`config.mk`:
```
export PLATFORM = sky130hd
export DESIGN_NAME = bcd_timer_counter
export DESIGN_NICKNAME = d
export VERILOG_FILES = /design/src/rtl/bcd_timer_counter.sv
export SDC_FILE = /design/constraint.sdc
export NUM_CORES = 1
export LEC_CHECK = 0
export ABC_AREA = 1
export BUFFER_PORTS_ARGS = -buffer_cell sky130_fd_sc_hd__buf_2
export CORE_UTILIZATION = 50
export CTS_BUF_LIST = sky130_fd_sc_hd__clkbuf_8
export CTS_CLUSTER_DIAMETER = 200
export DETAILED_ROUTE_END_ITERATION = 16
export GPL_TIMING_DRIVEN = 0
export PLACE_DENSITY_LB_ADDON = 0.25
export SETUP_SLACK_MARGIN = 0.3
export SLEW_MARGIN = 20
export SYNTH_ARGS = -nofsm -noshare
export SYNTH_HDL_FRONTEND = slang
export SYNTH_SLANG_ARGS = --single-unit
```
`constraint.sdc`:
```
create_clock -name Clk -period 1.92 [get_ports Clk]
set_input_delay 0.384 -clock Clk [delete_from_list [all_inputs] [get_ports Clk]]
set_output_delay 0.384 -clock Clk [all_outputs]
set_load 0.1 [all_outputs]
```
`src/rtl/bcd_timer_counter.sv`:
```
// bcd_timer_counter: two-digit BCD up-counter (00-99 or 00-59) stepped by a prescaler,
// with run/pause/done control and a one-cycle Done pulse at the terminal count.
module bcd_timer_counter #(
  parameter int TICK_DIV = 50000000
) (
  input  logic       Clk,
  input  logic       Resetn,
  input  logic       ModeSel,
  input  logic       Start,
  input  logic       Stop,
  input  logic       Clear,
  output logic [7:0] CountOut,
  output logic       Running,
  output logic       Done,
  output logic       ModeLatched
);
  localparam int PW = (TICK_DIV > 2) ? $clog2(TICK_DIV) : 1;
  localparam logic [1:0] S_IDLE  = 2'd0;
  localparam logic [1:0] S_RUN   = 2'd1;
  localparam logic [1:0] S_PAUSE = 2'd2;
  localparam logic [1:0] S_DONE  = 2'd3;
  logic [1:0]    r_state, w_state_nx;
  logic [PW-1:0] r_presc, w_presc_nx;
  logic [7:0]    r_count, w_count_nx, w_count_inc;
  logic          r_mode, w_mode_nx;
  logic          r_running, r_done, w_done_nx;
  logic          w_wrap, w_term;
  // Tens never overflow: the latched mode stops counting at 59 or 99.
  assign w_count_inc = (r_count[3:0] == 4'd9) ? {r_count[7:4] + 4'd1, 4'd0}
                                              : {r_count[7:4], r_count[3:0] + 4'd1};
  assign w_wrap = r_presc == PW'(TICK_DIV - 1);
  assign w_term = w_count_inc == (r_mode ? 8'h59 : 8'h99);
  always_comb begin
    w_state_nx = r_state;
    w_presc_nx = r_presc;
    w_count_nx = r_count;
    w_mode_nx  = r_mode;
    w_done_nx  = 1'b0;
    if (Clear) begin
      w_state_nx = S_IDLE;
      w_presc_nx = '0;
      w_count_nx = 8'h00;
    end else if (Stop) begin
      w_state_nx = (r_state == S_RUN) ? S_PAUSE : r_state;
    end else if (Start && (r_state == S_IDLE || r_state == S_DONE)) begin
      w_state_nx = S_RUN;
      w_mode_nx  = ModeSel;
      w_presc_nx = '0;
      w_count_nx = 8'h00;
    end else if (Start && r_state == S_PAUSE) begin
      w_state_nx = S_RUN;
    end else if (r_state == S_RUN) begin
      w_presc_nx = w_wrap ? '0 : r_presc + PW'(1);
      w_count_nx = w_wrap ? w_count_inc : r_count;
      w_done_nx  = w_wrap && w_term;
      w_state_nx = (w_wrap && w_term) ? S_DONE : S_RUN;
    end
  end
  always_ff @(posedge Clk or negedge Resetn) begin
    if (!Resetn) begin
      r_state   <= S_IDLE;
      r_presc   <= '0;
      r_count   <= 8'h00;
      r_mode    <= 1'b0;
      r_running <= 1'b0;
      r_done    <= 1'b0;
    end else begin
      r_state   <= w_state_nx;
      r_presc   <= w_presc_nx;
      r_count   <= w_count_nx;
      r_mode    <= w_mode_nx;
      r_running <= w_state_nx == S_RUN;
      r_done    <= w_done_nx;
    end
  end
  assign CountOut    = r_count;
  assign Running     = r_running;
  assign Done        = r_done;
  assign ModeLatched = r_mode;
endmodule

```
Word-level counts from Yosys, hierarchy flattened
Index checks and enable logic that the tools add are counted.
{ "word_totals": {"ff_bits": 39, "inputBits": 6, "output_inout_bits": 11} }
{ "classes": {"add_sub_neg": 3, "eq_ne": 9, "mux": 26, "n_bitwise": 2, "reduce_logical": 10} }
{ "ops": {"columns": ["op", "n"], "rows": [
  ["$mux W26", 6],
  ["$mux W8", 8],
  ["$add A26 B1 Y26 const B", 1],
  ["$eq A26 B26 Y1 const B", 1],
  ["$mux W2", 7],
  ["$add A4 B1 Y4 const B", 2],
  ["$eq A8 B8 Y1", 1],
  ["$reduce_and A3 Y1", 2],
  ["$reduce_bool A3 Y1", 2],
  ["$mux W1", 5],
  ["$eq A2 B1 Y1 const B", 2],
  ["$eq A2 B2 Y1 const B", 2],
  ["$eq A4 B4 Y1 const B", 1],
  ["$reduce_and A4 Y1", 1],
  ["$logic_and A1 B1 Y1", 3],
  ["$ne A3 B3 Y1 const B", 1],
  ["$logic_not A2 Y1", 1],
  ["$ne A2 B1 Y1 const B", 1],
  ["$not A1 Y1", 2],
  ["$logic_or A1 B1 Y1", 1]
]} }

Depth between registers and ports, before layout
{ "logic_depth": {"word_depth": 11, "ltp_mapped": 12} }

Worst setup path after synthesis
Ideal clock, no wire load.
{ "synth_path": {"path_kind": "reg-to-reg", "from": "reg r_count[3] (netlist: CountOut[3])", "to": "reg r_running (netlist: Running)", "arrival_ns": 1.984, "t_required_ns": 1.849, "slack_ns": -0.136, "path_stages_with_launch": 11, "path_buffers": 0, "period_less_slack_ns": 2.056, "path_cell_list": "dfrtp_1 inv_1 nor2_1 nand3_2 clkinv_2 nor2_1 a21oi_1 nand2_1 nand3_1 nand2_1 nor2_1"} }
{ "synth_between": {"elab_chain_cells": 11, "elab_cells_between_ends": 12, "cone_classes": "add/sub (1); eq/ne (3); mux (7); reduce/logical (1)"} }
{ "synth_lines": {"columns": ["element", "line", "rtl"], "rows": [
  ["from (decl)", "24", "logic [7:0] r_count, w_count_nx, w_count_inc;"],
  ["from (signal assigned)", "70", "r_count <= w_count_nx;"],
  ["$add A4 B1 Y4 / $eq A4 B4 Y1 (equally long branches)", "30, 29", null],
  ["$mux W8 *", "29", "assign w_count_inc = (r_count[3:0] == 4'd9) ? {r_count[7:4] + 4'd1, 4'd0}"],
  ["$eq A8 B8 Y1 *", "32", "assign w_term = w_count_inc == (r_mode ? 8'h59 : 8'h99);"],
  ["$logic_and A1 B1 Y1 *", "56", "w_state_nx = (w_wrap && w_term) ? S_DONE : S_RUN;"],
  ["$mux W2 *", "56", null],
  ["$mux W2 *", "52", "end else if (r_state == S_RUN) begin"],
  ["$mux W2 *", "50", "end else if (Start && r_state == S_PAUSE) begin"],
  ["$mux W2 *", "45", "end else if (Start && (r_state == S_IDLE || r_state == S_DONE)) begin"],
  ["$mux W2 *", "43", "end else if (Stop) begin"],
  ["$mux W2 *", "39", "if (Clear) begin"],
  ["net w_state_nx[1]", "22", "logic [1:0] r_state, w_state_nx;"],
  ["$eq A2 B1 Y1 *", "72", "r_running <= w_state_nx == S_RUN;"],
  ["to (signal assigned)", "65", "r_running <= 1'b0;"],
  ["to (signal assigned)", "72", null],
  ["to (decl)", "26", "logic r_running, r_done, w_done_nx;"]
]} }
The timed path passes the listed nets; every way through them passes the cells marked *.
A chain may end at the register's enable or synchronous reset.

Worst setup path in the final report
{ "layout_path": {"from": "reg r_state[1]", "to": "reg r_presc[8]"} }
{ "layout_between": {"elab_chain_cells": 6, "elab_cells_between_ends": 13, "cone_classes": "eq/ne (4); mux (3); reduce/logical (6)"} }
{ "layout_lines": {"columns": ["element", "line", "rtl"], "rows": [
  ["from (decl)", "22", null],
  ["from (signal assigned)", "68", "r_state <= w_state_nx;"],
  ["$eq A2 B2 Y1 / $logic_not A2 Y1 (equally long branches)", "45", null],
  ["$logic_or A1 B1 Y1", "45", null],
  ["$logic_and A1 B1 Y1", "45", null],
  ["$mux W26", "45", null],
  ["$mux W26", "43", null],
  ["$mux W26", "39", null],
  ["to (signal assigned)", "69", "r_presc <= w_presc_nx;"],
  ["to (decl)", "23", "logic [PW-1:0] r_presc, w_presc_nx;"]
]} }
Parallel ways exist; a longest one is shown, timed or not. The select of a mux whose other input is x is not followed.

==> qor.csv <==
metric,value,unit
hold_path.class,in2async,
core_area,5140,um^2
crit_chain,inv_2 -> ha_4 -> inv_4 -> nand2_4 -> nand3_4 -> nand2_8 -> buf_4 -> buf_8 -> nor3_4 -> nor3_2,
max_stage_delay,0.42,ns
antenna_found_initial,0,
drt_pass1_iterations,5,
drive_gt1_share,34.3,%
overflow,0,
tritoncts,built,
port_buffers,16,
cp_data_arrival_time,1.97,ns
die_x,75.4,um
synthMostInstantiatedCell,nand2_1,
hold_ws,0.192,ns
synth_top_area_share,36.2,%
period_share,93.0,%
wl_met1,3.43,mm
grt_pass1_vias,2497,
num_rows,26,
slew_viol_final,0,
ys_warn_count,0,
place_area,2940,um^2
cts-root-buf,clkbuf_8,
clk_pin_slew,0.08,ns
worstSetupStartpoint,r_state[1],
worstPathRequired,2.11,ns
finalSetupTns,0,ns
cts_inserted_buffers,5,
vias,2812,
io_pins,17,
initial_core_util,52.4,%
cts_max_path_buffers,2,
synth_edf_count,0,
endpoint_kind,flip-flop,
grt_pass1_wl,12.0,mm
nets,457,
routedWlPerCell,15.4,um
wl_met2,3.96,mm
relSlewSlack,41.7,%
worstMarginPinSlew,0.875,ns
yosys.area.top_type,dfrtp_1,
power_density,609,nW/um^2
grtUsageTotal,28.8,%
cts_hold_buf,0,
ys_seq_elements,39,
place_hpwl,4.95,mm
totalWireLength,7.96,mm
skew,0.00784,ns
ys.flop_type,dfrtp_1,
fp.dieH,75.4,um
via_per_inst,5.45,
worstSetupStartpointType,flip-flop,
status,"finished, final reports clean",
avgSynthCellArea,6.89,um^2
crit_slowest_cell,dfrtp_1,
leakagePower,1.69,nW
ys_seq_area_share,36.2,%
netlist_instances,391,
route.met3.wl,418,um
ir_drop,0.000509,V
rsz0062_at_grt,true,
synth_area,2700,um^2
yosys-top-cells-count,"96 x nand2_1, 68 x nor2_1, 52 x inv_1",
routed.top_layer,met4,
layout_min_cycle_time,1.79,ns
synth_nets,403,
clk_latency,0.30,ns
async_flop_share,100,%
grt_max_degree,40,
synthTopCellsByArea,"dfrtp_1 36%, nand2_1 13%, nor2_1 9.5%, inv_1 7.2%, nand3_1 4.8%",
maxCapViolCount,0,
htree_levels,2,
numClockSinks,39,
r2r-start,r_state[1],
place_ws,0.0467,ns
path_buf_inv,4,
antenna_cells,0,
cp_max_fo,10,
critical_path_class,reg2reg,
fmax,560,MHz
globalplace.congestion,0.962,
route.detailed.drc,0,
synth_cell_types,31,
syn2layout_area_growth,36.2,%
drtIter0Drc,288,
stdcell_area,3670,um^2
antenna_left,0,
crit_family,simple AND/OR/NAND/NOR gates,
finalHoldViolCount,0,
dieArea,5690,um^2
setup_slack,0.135,ns
finalSetupViolations,0,
-- registers in the layout, summed over array words and instances, names as in the netlist --
register / cells
Done: 1
r_state: 2
ModeLatched: 1
Running: 1
CountOut: 8
r_presc: 26
-- power by group --
part / internal [mW] / leakage (nW) / switching (mW)
sequential: 0.847 / 0.518 / 0.0310
clock: 0.515 / 0.0695 / 0.318
combinational: 0.181 / 1.10 / 0.345
-- per-stage QoR --
stage	power [mW]	cells	util, %
after CTS	2.16	508	66.3
final	2.24	516	71.4
after detailed placement	1.25	477	57.1
after global placement	1.24	477	57.1
after floorplan	1.15	391	-
after global routing	2.31	516	71.4
-- cell usage in the layout (no fill, tap or decap), types with 2 or more instances in the layout --
| cell | instances |
|---|---|
| dfrtp_4 | 5 |
| inv_1 | 50 |
| buf_12 | 2 |
| buf_8 | 2 |
| nand2_1 | 83 |
| nor2_2 | 12 |
| clkbuf_8 | 5 |
| nand3_2 | 4 |
| nor3_4 | 2 |
| inv_8 | 2 |
| nor3_1 | 6 |
| ha_4 | 2 |
| nand2_8 | 2 |
| bufinv_16 | 2 |
| nand2_2 | 13 |
| nor3_2 | 4 |
| buf_6 | 5 |
| nand2_4 | 9 |
| nand3_4 | 4 |
| nor2_1 | 55 |
| xor2_1 | 11 |
| ha_1 | 3 |
| clkbuf_4 | 2 |
| nand4_1 | 14 |
| o21ai_2 | 8 |
| o21ai_0 | 3 |
| inv_2 | 5 |
| dfrtp_2 | 6 |
| nand3_1 | 21 |
| o21ai_1 | 9 |
| buf_2 | 15 |
| dfrtp_1 | 28 |
| buf_4 | 24 |
| a21oi_1 | 6 |
| nor2_4 | 10 |
-- layer usage --
layer  track usage, %  vias to the layer above
li1                 -                     1351
met1             38.1                     1333
met2             47.9                      109
met3             4.76                       19
met4             10.1                        0
met5                0                        -
-- cell type report --
| cell class | instances | area, um^2 |
|---|---|---|
| Buffer | 5 | 77.6 |
| Sequential cell | 39 | 1000 |
| Fill cell | 397 | 1470 |
| Clock buffer | 5 | 68.8 |
| Inverter | 58 | 236 |
| Timing Repair Buffer | 47 | 372 |
| Multi-Input combinational cell | 289 | 1760 |
| Tap cell | 70 | 87.6 |
| Clock inverter | 3 | 63.8 |
-- what timing repair did --
| item | CTS | global route |
|---|---|---|
| cloned | 1 | 1 |
| buffers inserted | 22 | 7 |
| resized for setup | 41 | 53 |
| pin swaps | 25 | 16 |
| setup endpoints to repair | 35 | 38 |
-- worst paths after layout --
path | end | slack, ns | depth (start not counted)
max reg2reg | r_presc[8] | 0.13 | 10
min | CountOut[1] | 0.19 | 1
max | r_presc[8] | 0.13 | 10
min in group Clk | ModeLatched | 0.33 | 3
min reg2reg | r_presc[22] | 0.54 | 2
max in group asynchronous | CountOut[4] | 1.09 | 1
-- kinds of logic (layout without fill, tap and decap cells) --
kind of cell / count (synthesis) / after routing / share of synthesized area [%]
xor gates and xnor gates: 12 / 12 / 3.90
buffers and inverters: 63 / 118 / 9.70
AOI/OAI and AO/OA: 27 / 27 / 6.08
adders and majority gates: 6 / 6 / 2.79
and+or+nand+nor: 244 / 244 / 41.3
DFF: 39 / 39 / 36.2
No activity file was read; power rests on OpenSTA's default activity.
